[src/rtl/max_unpool_stream.sv]
// ---------------------------------------------------------------------------
// max_unpool_stream
// Expands one pooled sample plus the index of its winning position back into
// a window of LENGTH samples: the pooled value at the indexed position, zero
// everywhere else. Windows are serialised onto a valid/ready output stream.
//
// Ports
//   clk        rising-edge clock
//   rst        synchronous, active-high reset
//   in_valid   pooled sample and index present
//   in_ready   block can accept an input this cycle (combinational from out_ready)
//   in_data    pooled (max) value, unsigned
//   in_idx     window position of the max, 0..LENGTH-1
//   out_valid  out_data holds a valid window sample
//   out_ready  downstream accepts the sample
//   out_data   unpooled sample
//   out_last   final sample (position LENGTH-1) of a window
//   idx_err    sticky: an accepted in_idx was >= LENGTH
// ---------------------------------------------------------------------------
module max_unpool_stream #(
   parameter int unsigned BITWIDTH = 8,
   parameter int unsigned LENGTH   = 4,
   parameter int unsigned IDXW     = $clog2(LENGTH)
) (
   input  logic                clk,
   input  logic                rst,
   input  logic                in_valid,
   output logic                in_ready,
   input  logic [BITWIDTH-1:0] in_data,
   input  logic [IDXW-1:0]     in_idx,
   output logic                out_valid,
   input  logic                out_ready,
   output logic [BITWIDTH-1:0] out_data,
   output logic                out_last,
   output logic                idx_err
);

   localparam logic [IDXW-1:0] LAST_POS  = IDXW'(LENGTH - 1);
   localparam logic [IDXW:0]   LENGTH_EX = (IDXW + 1)'(LENGTH);

   typedef enum logic {
      IDLE,
      EMIT
   } state_t;

   state_t                state;
   logic [IDXW-1:0]       pos;
   logic [IDXW-1:0]       idx_q;
   logic [BITWIDTH-1:0]   val_q;
   logic                  ready_en;

   logic                  last_beat_c;
   logic                  in_xfer_c;
   logic                  out_xfer_c;
   logic                  idx_bad_c;
   logic [IDXW-1:0]       pos_next_c;

   // Value of the window sample at position p. An out-of-range index can never
   // equal a position (pos stays below LENGTH), so such windows come out all zero.
   function automatic logic [BITWIDTH-1:0] beat_value(
      input logic [IDXW-1:0]     p,
      input logic [IDXW-1:0]     i,
      input logic [BITWIDTH-1:0] v
   );
      return (p == i) ? v : '0;
   endfunction

   assign last_beat_c = (pos == LAST_POS);
   assign pos_next_c  = pos + IDXW'(1);
   assign idx_bad_c   = ({1'b0, in_idx} >= LENGTH_EX);

   // Accept when idle, or when the final beat of the current window leaves this
   // cycle so the next window can follow without a bubble. ready_en holds this
   // low for the first cycle after reset release.
   assign in_ready   = ready_en &&
                       ((state == IDLE) || ((state == EMIT) && out_ready && last_beat_c));
   assign in_xfer_c  = in_valid && in_ready;
   assign out_xfer_c = out_valid && out_ready;

   // Window sequencer; every output except in_ready is registered here.
   always_ff @(posedge clk) begin
      if (rst) begin
         state     <= IDLE;
         pos       <= '0;
         val_q     <= '0;
         idx_q     <= '0;
         ready_en  <= 1'b0;
         out_valid <= 1'b0;
         out_data  <= '0;
         out_last  <= 1'b0;
         idx_err   <= 1'b0;
      end else begin
         ready_en <= 1'b1;
         if (in_xfer_c) begin
            // New window: only possible from IDLE or on the last beat of a window.
            state     <= EMIT;
            pos       <= '0;
            val_q     <= in_data;
            idx_q     <= in_idx;
            out_valid <= 1'b1;
            out_data  <= beat_value('0, in_idx, in_data);
            out_last  <= 1'b0;
            if (idx_bad_c) begin
               idx_err <= 1'b1;
            end
         end else if ((state == EMIT) && out_xfer_c) begin
            if (last_beat_c) begin
               state     <= IDLE;
               pos       <= '0;
               out_valid <= 1'b0;
               out_data  <= '0;
               out_last  <= 1'b0;
            end else begin
               pos      <= pos_next_c;
               out_data <= beat_value(pos_next_c, idx_q, val_q);
               out_last <= (pos_next_c == LAST_POS);
            end
         end
      end
   end

endmodule
[config.mk]
export PLATFORM = sky130hd
export DESIGN_NAME = max_unpool_stream
export DESIGN_NICKNAME = d
export VERILOG_FILES = /design/src/rtl/max_unpool_stream.sv
export SDC_FILE = /design/constraint.sdc
export NUM_CORES = 1
export LEC_CHECK = 0
export ABC_AREA = 1
export CAP_MARGIN = 20
export CORE_UTILIZATION = 42
export CTS_BUF_LIST = sky130_fd_sc_hd__clkbuf_4
export DETAILED_ROUTE_END_ITERATION = 8
export PLACE_DENSITY_LB_ADDON = 0.25
export REMOVE_ABC_BUFFERS = 1
export SLEW_MARGIN = 20
export SYNTH_ARGS = -nofsm -noshare
export SYNTH_HDL_FRONTEND = slang
export SYNTH_SLANG_ARGS = --single-unit
[constraint.sdc]
create_clock -name clk -period 1.3 [get_ports clk]
set_input_delay 0.13 -clock clk [delete_from_list [all_inputs] [get_ports clk]]
set_output_delay 0.13 -clock clk [all_outputs]
set_load 0.005 [all_outputs]
### Word-level counts from Yosys, hierarchy flattened

Cells that the tools add are included.

| storage, ports and cells | value |
|---|---|
| register bits | 23 |
| latch bits | 0 |
| RAM bits | 0 |
| memory bits (read-only) | 0 |
| input bits | 14 |
| output and inout bits | 12 |
| logic and storage cells | 34 |
| memories | 0 |

| operators by class | value |
|---|---|
| $add $sub $neg | 1 |
| $mul | 0 |
| div/mod/pow operators | 0 |
| magnitude comparators | 0 |
| equality and inequality tests | 3 |
| shifts and indexed selects | 0 |
| mux-type cells | 11 |
| bitwise logic cells | 1 |
| reduce and logical (&&, ||, !) cells | 11 |

Operator list:

| kind | number |
|---|---|
| two-way mux 8 bit | 5 |
| logical AND 1 bit | 5 |
| two-way mux 1 bit | 5 |
| equality test 2 bit, second input constant | 2 |
| nonzero test 2 bit | 2 |
| adder 2 x 1 -> 2 bit, second input constant | 1 |
| equality test 2 bit | 1 |
| zero test 2 bit | 1 |
| two-way mux 2 bit | 1 |
| AND reduction 2 bit | 1 |
| OR reduction 2 bit | 1 |
| logical OR 1 bit | 1 |
| NOT 1 bit | 1 |

### Logic depth before layout (Yosys ltp)

Gate-level depths: netlist (run 1).

| depth | value |
|---|---|
| word-level depth | 7 |
| gate-level depth with buffers | 10 |
| mapped depth without buffers | 9 |

### Worst setup path before layout (run 1)

OpenSTA, ideal clock, no wires.

| path | value |
|---|---|
| path type | reg-to-reg |
| start point | reg pos[0] |
| end point | reg out_data[6] |
| setup time | 0.109 ns |
| arrival time | 1.199 ns |
| data required time | 1.191 ns |
| slack | -0.007 ns |
| cell stages (with the launch flop) | 11 |
| path buffers | 1 |
| clock period less this slack | 1.307 ns |
| path through | dfxtp_1 -> ha_1 -> nand2_1 -> nand2_2 -> nand3_4 -> nand2_4 -> buf_6 -> o21ai_1 -> inv_1 -> nand2_1 -> inv_1 |

| between the ends | value |
|---|---|
| cells in the longest elaborated chain, start to end | 6 |
| elaborated cells on any way between the ends | 12 |
| those cells by class | add/sub: 1; eq/ne: 2; mux: 4; reduce/logical: 5 |

RTL lines:

| what | line | source |
|---|---|---|
| start: declaration | 47 | `logic [IDXW-1:0] pos;` |
| start signal: assignment | 114 | `pos <= pos_next_c;` |
| adder 2 x 1 -> 2 bit or equality test 2 bit (tied branches) | 69, 68 |  |
| equality test 2 bit or logical AND 1 bit (tied branches) | 65, 76 |  |
| two-way mux 8 bit or logical OR 1 bit (tied branches) | 65, 76 |  |
| two-way mux 8 bit or logical AND 1 bit (tied branches) | 107, 75 |  |
| two-way mux 8 bit or logical AND 1 bit (tied branches) | 106, 77 |  |
| two-way mux 8 bit or nonzero test 2 bit (tied branches) | -- |  |
| end signal: assignment | 101 | `out_data <= beat_value('0, in_idx, in_data);` |
| end signal: assignment | 115 | `out_data <= beat_value(pos_next_c, idx_q, val_q);` |
| end: declaration | 33 | `output logic [BITWIDTH-1:0] out_data,` |

Several ways; a longest one is shown, not always the timed one. The select of a mux whose other input is x is not followed.
A chain may end at the register's enable or synchronous reset.

### Worst setup path after layout (run 1)

| path | value |
|---|---|
| start point | reg pos[1] |
| end point | reg out_data[5] |

Same word-level chain as after synthesis.

==> results of run 1 <==
[flip-flops by register name, summed over array words and instances, names as in the netlist]
| name | flops |
|---|---|
| ready_en | 1 |
| pos | 2 |
| val_q | 8 |
| state | 1 |
| out_data | 8 |
| out_last | 1 |
| idx_q | 2 |
[metal layers]
layer	part of all wire, %	vias up	GRT usage [%]
li1	-	600	-
met1	44	513	21.9
met2	50	33	31.5
met3	4.6	6	3.06
met4	1.9	0	8.97
met5	0	-	0
[cell usage after synthesis]
cell type   n  share of area, %
nor2_2      1              0.55
o21ai_0     8               3.5
o21ai_1     2              0.87
buf_2       5               2.2
conb_1      1              0.33
nand3_1    10               4.4
or2_2       1              0.55
buf_6       2               2.0
nor3_1      1              0.44
inv_4       1              0.55
nand3_4     1               1.5
inv_1      32                10
nand2_1    44                14
nand4_1     8               4.4
dfxtp_1    23                40
nand2_2     1              0.55
ha_1        2               2.2
nand2_4     1              0.98
nor2_1     11               3.6
a21oi_1    13               5.7
buf_4       1              0.66
[cell usage in the layout, fill, tap and decap left out, types with 2 or more instances in the layout]
cell type        instances
clkdlybuf4s50_1         14
ha_4                     2
o21ai_1                  5
nand3_1                 10
nor2_1                  11
dfxtp_4                  2
nand4_1                  8
o21ai_0                  5
buf_6                    3
dlymetal6s2s_1           8
inv_1                   28
nand2_4                  3
clkbuf_4                 3
a21oi_1                 13
inv_2                    3
nand2_1                 40
inv_4                    2
dfxtp_1                 12
nand2_2                  2
dfxtp_2                  9
buf_4                   12
[worst max-delay path: stages (launching register included)]
cell and delay [ns]:
dfxtp_4 0.39, ha_4 0.15, nand2_4 0.05, nand2_4 0.07
nand3_4 0.16, buf_6 0.18, nand4_1 0.09, nand3_1 0.09
nand2_1 0.06, inv_1 0.03
[what timing repair did]
action                                  CTS  global route
buffers inserted                          5             1
resized for setup                        21            27
endpoints found under the setup margin   21            30
pin swaps                                11             6
gates cloned                              0             1
[kinds of logic (layout without fill, tap and decap cells)]
logic type / Yosys count / count (layout) / synth area share, %
DFF: 23 / 23 / 40.2
and+or+nand+nor: 79 / 79 / 31.4
AOI/OAI and AO/OA: 23 / 23 / 10.1
adders and majority gates: 2 / 2 / 2.19
other: 1 / 1 / 0.328
buffers and inverters: 41 / 78 / 15.8
[layout make-up]
type                       count  area [sq um]  share of cell area, %
multi-input combinational    105           562                   33.9
tap                           30          37.5                   2.26
clock buffer                   3          22.5                   1.36
inverter                      33           129                   7.77
sequential                    23           479                   28.9
clock inverter                 1          5.00                  0.302
timing repair buffer          41           423                   25.5
[worst max path at each step]
stage	from	to	cells after the start
final	pos[1]	out_data[5]	9
after global placement	out_ready	in_ready	6
after detailed placement	out_ready	in_ready	6
after global routing	pos[1]	out_data[7]	10
after CTS	pos[0]	out_data[5]	9
after floorplan	pos[0]	out_data[0]	9
[where the power goes]
part           total (mW)  switching [mW]  internal, mW
Clock               0.336           0.221         0.115
Sequential          0.769          0.0223         0.747
Combinational       0.331           0.164         0.167
==> results.md, run 1 <==
* GRT Resource Usage Total at 18.4%
* Final Skew at 0.0119 ns
* Vias in the first global route at 960
* Pleak at 0.935 nW
* DR WL/cell at about 11 um
* Fillers at 211
* Final #Nets at 223
* Sink Count at 23
* Initial core utilization at 45.4%
* Site Rows at 18
* Pre-antenna DRT Iters at 4
* GPL Wtd Cong at 0.757
* Antenna violations before repair at 0
* Clock transition at path regs at 0.14 ns
* Setup TNS at -0.599 ns
* WHS at 0.383 ns
* Mapped Avg Cell Area at 6.77 sq um
* Hold Vio Cnt, Final at 0
* HPWL Detailed at 1690 um
* Layout cells sized above 1 at 23.8%
* DR vias/cell at just under 5
* WP data required at around 1.5 ns
* Flop2flop setup slack at -0.06 ns
* Sequential share of the synthesized area at between 40% and 50%
* Worst VDD drop at 0.556 mV
* Reg2Reg Depth at 9
* WS Path Type: reg -> reg
* Inserted Diodes at 0
* Setup WS post-layout at -0.0633 ns
* Syn Inst Count at 169
* # placed instances at 225
* P per Cell Area at slightly below 900 nW/um^2
* Iter 0 DRT Violations at 25
* Post-CTS Hold Buffers at 0
* Skew-Pair Late Insertion Delay at between 0.3 and 0.4 ns
* PortBufs at 24
* Finished Cell Area at 1660 sq um
* RSZ-0062 raised after global routing: true
* FF-to-FF Start: pos[1]
* DP Worst Slack at -0.223 ns
* FMAX at 734 MHz
* Count of cell types in the netlist at 21
* Die ar. at 2940 sq um
* WHS Endpoint: val_q[0]
* Largest net degree at the start of global routing at 19
* Total global routing overflow at 0
* Die H at 54.2 um
* Failing checks: negative setup slack
* Global-route wire length before repair at approximately 3900 um
* Non-filler cells, final at 236
* Final critical-path required period at about 1.4 ns
* Tcrit/Tclk final at 105%
* Routed wire length at 2690 um
* Synth-to-Final Area Change at 44.8%
* Pwr Total at 1.44 mW
* CTS tree: yes
* Routed Antenna Nets at 0
* Via Count at 1152
* Final setup viols at 17
* Crit path capture type: flip-flop
* R2R Path End: out_data[5]
* Clock tree root buffer cell: clkbuf_4
* Drt drc at 0
* Hold Crit Class: in -> reg
* Max-Cap Viols at 0
* Fin util at 65.7%
* Synth Cell Area at 1140 sq um
* Die Width at 54.2 um
* CORE AREA at ~2500 sq um
* Crit Path Max Fanout at 6
* TritonCTS Buffers at 3
* Final Slew Violations at 0
* Post-place instance area at 1460 sq um
* I/O pin total at 26
* Yosys Warn Count at 0
* Hold path cells at 3
* CTS max path bufs at 2
* CTS H-tree lvls at 1
* Min-delay src: in_data[0]
* Status: complete, but fails checks
* Synth Register Bits at 23
* Startpoint types: flip-flop
* WP data arrival at ~1.6 ns
(Power assumes the default switching activity.)
==> run 2: changes to the inputs <==
- GPL_ROUTABILITY_DRIVEN: default -> 0
- TNS_END_PERCENT: default -> 20
==> results.md, run 2 (synthesized netlist as in run 1, its figures left out) <==
* Status: complete, but fails checks
* Failing checks: negative setup slack
* Sequential Area at around 480 sq um
* Pint at 1.03 mW
* Sink Count at 23
* Most frequent cells in the layout: 41 x nand2_1, 29 x inv_1, 14 x clkdlybuf4s50_1, 13 x a21oi_1, 13 x buf_4
* Non-filler cells, final at 236
* Initial core utilization at ~45%
* GR Util met2 at 31.7%
* # placed instances at 225
* Hold Vio Cnt, Final at 0
* Antenna violations before repair at 0
* Busiest metal layer after global routing: met2
* Startpoint types: flip-flop
* Largest regs: out_data (8), val_q (8)
* Clock tree root buffer cell: clkbuf_4
* Max incr delay on CP at 0.39 ns
* P per Cell Area at 872 nW/um^2
* NetSw at 0.409 mW
* Pleak at 0.924 nW
* Layout cells sized above 1 at 22.8%
* CTS tree: yes
* Crit Path Max Fanout at 6
* HPWL Detailed at about 1700 um
* Post-CTS Hold Buffers at 0
* GR met3 Demand/Resource at 2.78%
* WP data arrival at between 1.5 and 2 ns
* Die H at 54.2 um
* Power share of the combinational group at 23.0%
* WS Path Type: reg -> reg
* CTS H-tree lvls at 1
* Hold Crit Class: in -> reg
* GRT Resource Usage Total at 18.4%
* Critical Path Slowest Stage Cell: dfxtp_4
* Die ar. at 2940 sq um
* Worst VDD drop at roughly 0.56 mV
* Setup WS post-layout at -0.0507 ns
* Synth-to-Final Area Change at 43.8%
* Skew-Pair Late Insertion Delay at between 0.3 and 0.4 ns
* PortBufs at 24
* CTS max path bufs at 2
* Clk pwr share at 23.6%
* WP data required at 1.52 ns
* Total global routing overflow at 0
* Die Width at 54.2 um
* Clock transition at path regs at ~0.14 ns
* Pre-antenna DRT Iters at 4
* RSZ-0062 raised after global routing: true
* DR WL/cell at 11.3 um
* CP Cell Sequence: ha_4 > nand2_2 > nand2_4 > nand3_4 > buf_6 > nand4_1 > nand3_1 > nand2_1 > inv_1
* Routed Antenna Nets at 0
* Site Rows at 18
* Via Count at 1148
* Met1 usage at between 20 and 25%
* Global-route wire length before repair at between 3000 and 4000 um
* Final critical-path required period at 1.35 ns
* Iter 0 DRT Violations at 27
* FMAX at 740 MHz
* Max-Cap Viols at 0
* Final setup viols at 16
* Drt drc at 0
* Crit path capture type: flip-flop
* I/O pin total at 26
* Tcrit/Tclk final at 104%
* Routed wire length at 2660 um
* Fillers at roughly 210
* Area taken by multi-input logic gates at roughly 550 sq um
* Switching share of power at 28.4%
* Vias in the first global route at around 950
* DR vias/cell at 4.86
* Final Slew Violations at 0
* Seq pwr share at 53.5%
* Final #Nets at 223
* Largest net degree at the start of global routing at 19
* WHS at 0.383 ns
* Inserted Diodes at 0
* TritonCTS Buffers at 3
* Final Skew at about 0.013 ns
* CORE AREA at 2520 sq um
* Commonest non-fill, non-tap cell in the layout: nand2_1
==> run 2: path summary, 6_finish.rpt <==
path | cells after the start | endpoint | slack [ns] | start
setup / recovery | 9 | out_data[5] | -0.05 | pos[1]
setup reg to reg | 9 | out_data[5] | -0.05 | pos[1]
hold / removal | 3 | val_q[0] | 0.38 | in_data[0]
hold reg to reg | 2 | out_last | 0.46 | out_last
==> run 2: metrics by stage <==
step / util, % / area (sq um) / setup TNS (ns) / setup slack (ns) / total power [mW]
2_1_floorplan: - / 1090 / -0.686 / -0.0756 / 0.918
3_3_place_gp: 57.7 / 1460 / -1.29 / -0.205 / 1.07
3_5_place_dp: 57.7 / 1460 / -2.11 / -0.223 / 1.08
4_1_cts: 62.1 / 1570 / -0.238 / -0.0441 / 1.43
5_1_grt: 65.3 / 1650 / -1.81 / -0.133 / 1.52
6_report: 65.3 / 1650 / -0.428 / -0.0507 / 1.44
==> run 2: what timing repair did <==
item | in CTS | in global routing
gates resized for setup | 21 | 24
pin swaps | 11 | 2
setup buffers | 5 | 1
gates cloned | 0 | 1
endpoints found under the setup margin | 21 | 30
==> run 2: critical path: cells and delay by family, from the launching register on <==
family	cells	cell delay, ns
simple gates	6	0.53
flops	1	0.39
buf+inv	2	0.21
fa+ha+maj	1	0.13
==> run 2: final cells by class <==
| cell class | instances | share of cell area [%] |
|---|---|---|
| timing repair buffer | 41 | 25.5 |
| tap | 30 | 2.28 |
| multi-input combinational | 105 | 33.7 |
| sequential | 23 | 29.1 |
| clock inverter | 1 | 0.304 |
| inverter | 33 | 7.83 |
| clock buffer | 3 | 1.37 |
==> run 2: metal layers <==
| metal | vias to the layer above | wire length, um | part of all wire, % |
|---|---|---|---|
| met4 | 0 | 42 | 1.6 |
| met5 | - | 0 | 0 |
| met2 | 26 | 1350 | 51 |
| met1 | 519 | 1190 | 45 |
| met3 | 4 | 87 | 3.3 |
| li1 | 599 | - | - |
==> run 2: power by group through the flow <==
stage	registers (mW)	logic (mW)	clock network [mW]
floorplan	0.785	0.133	0
global placement	0.781	0.291	0
detailed placement	0.783	0.296	0
CTS	0.769	0.312	0.346
finish	0.768	0.330	0.338
global route	0.773	0.363	0.381
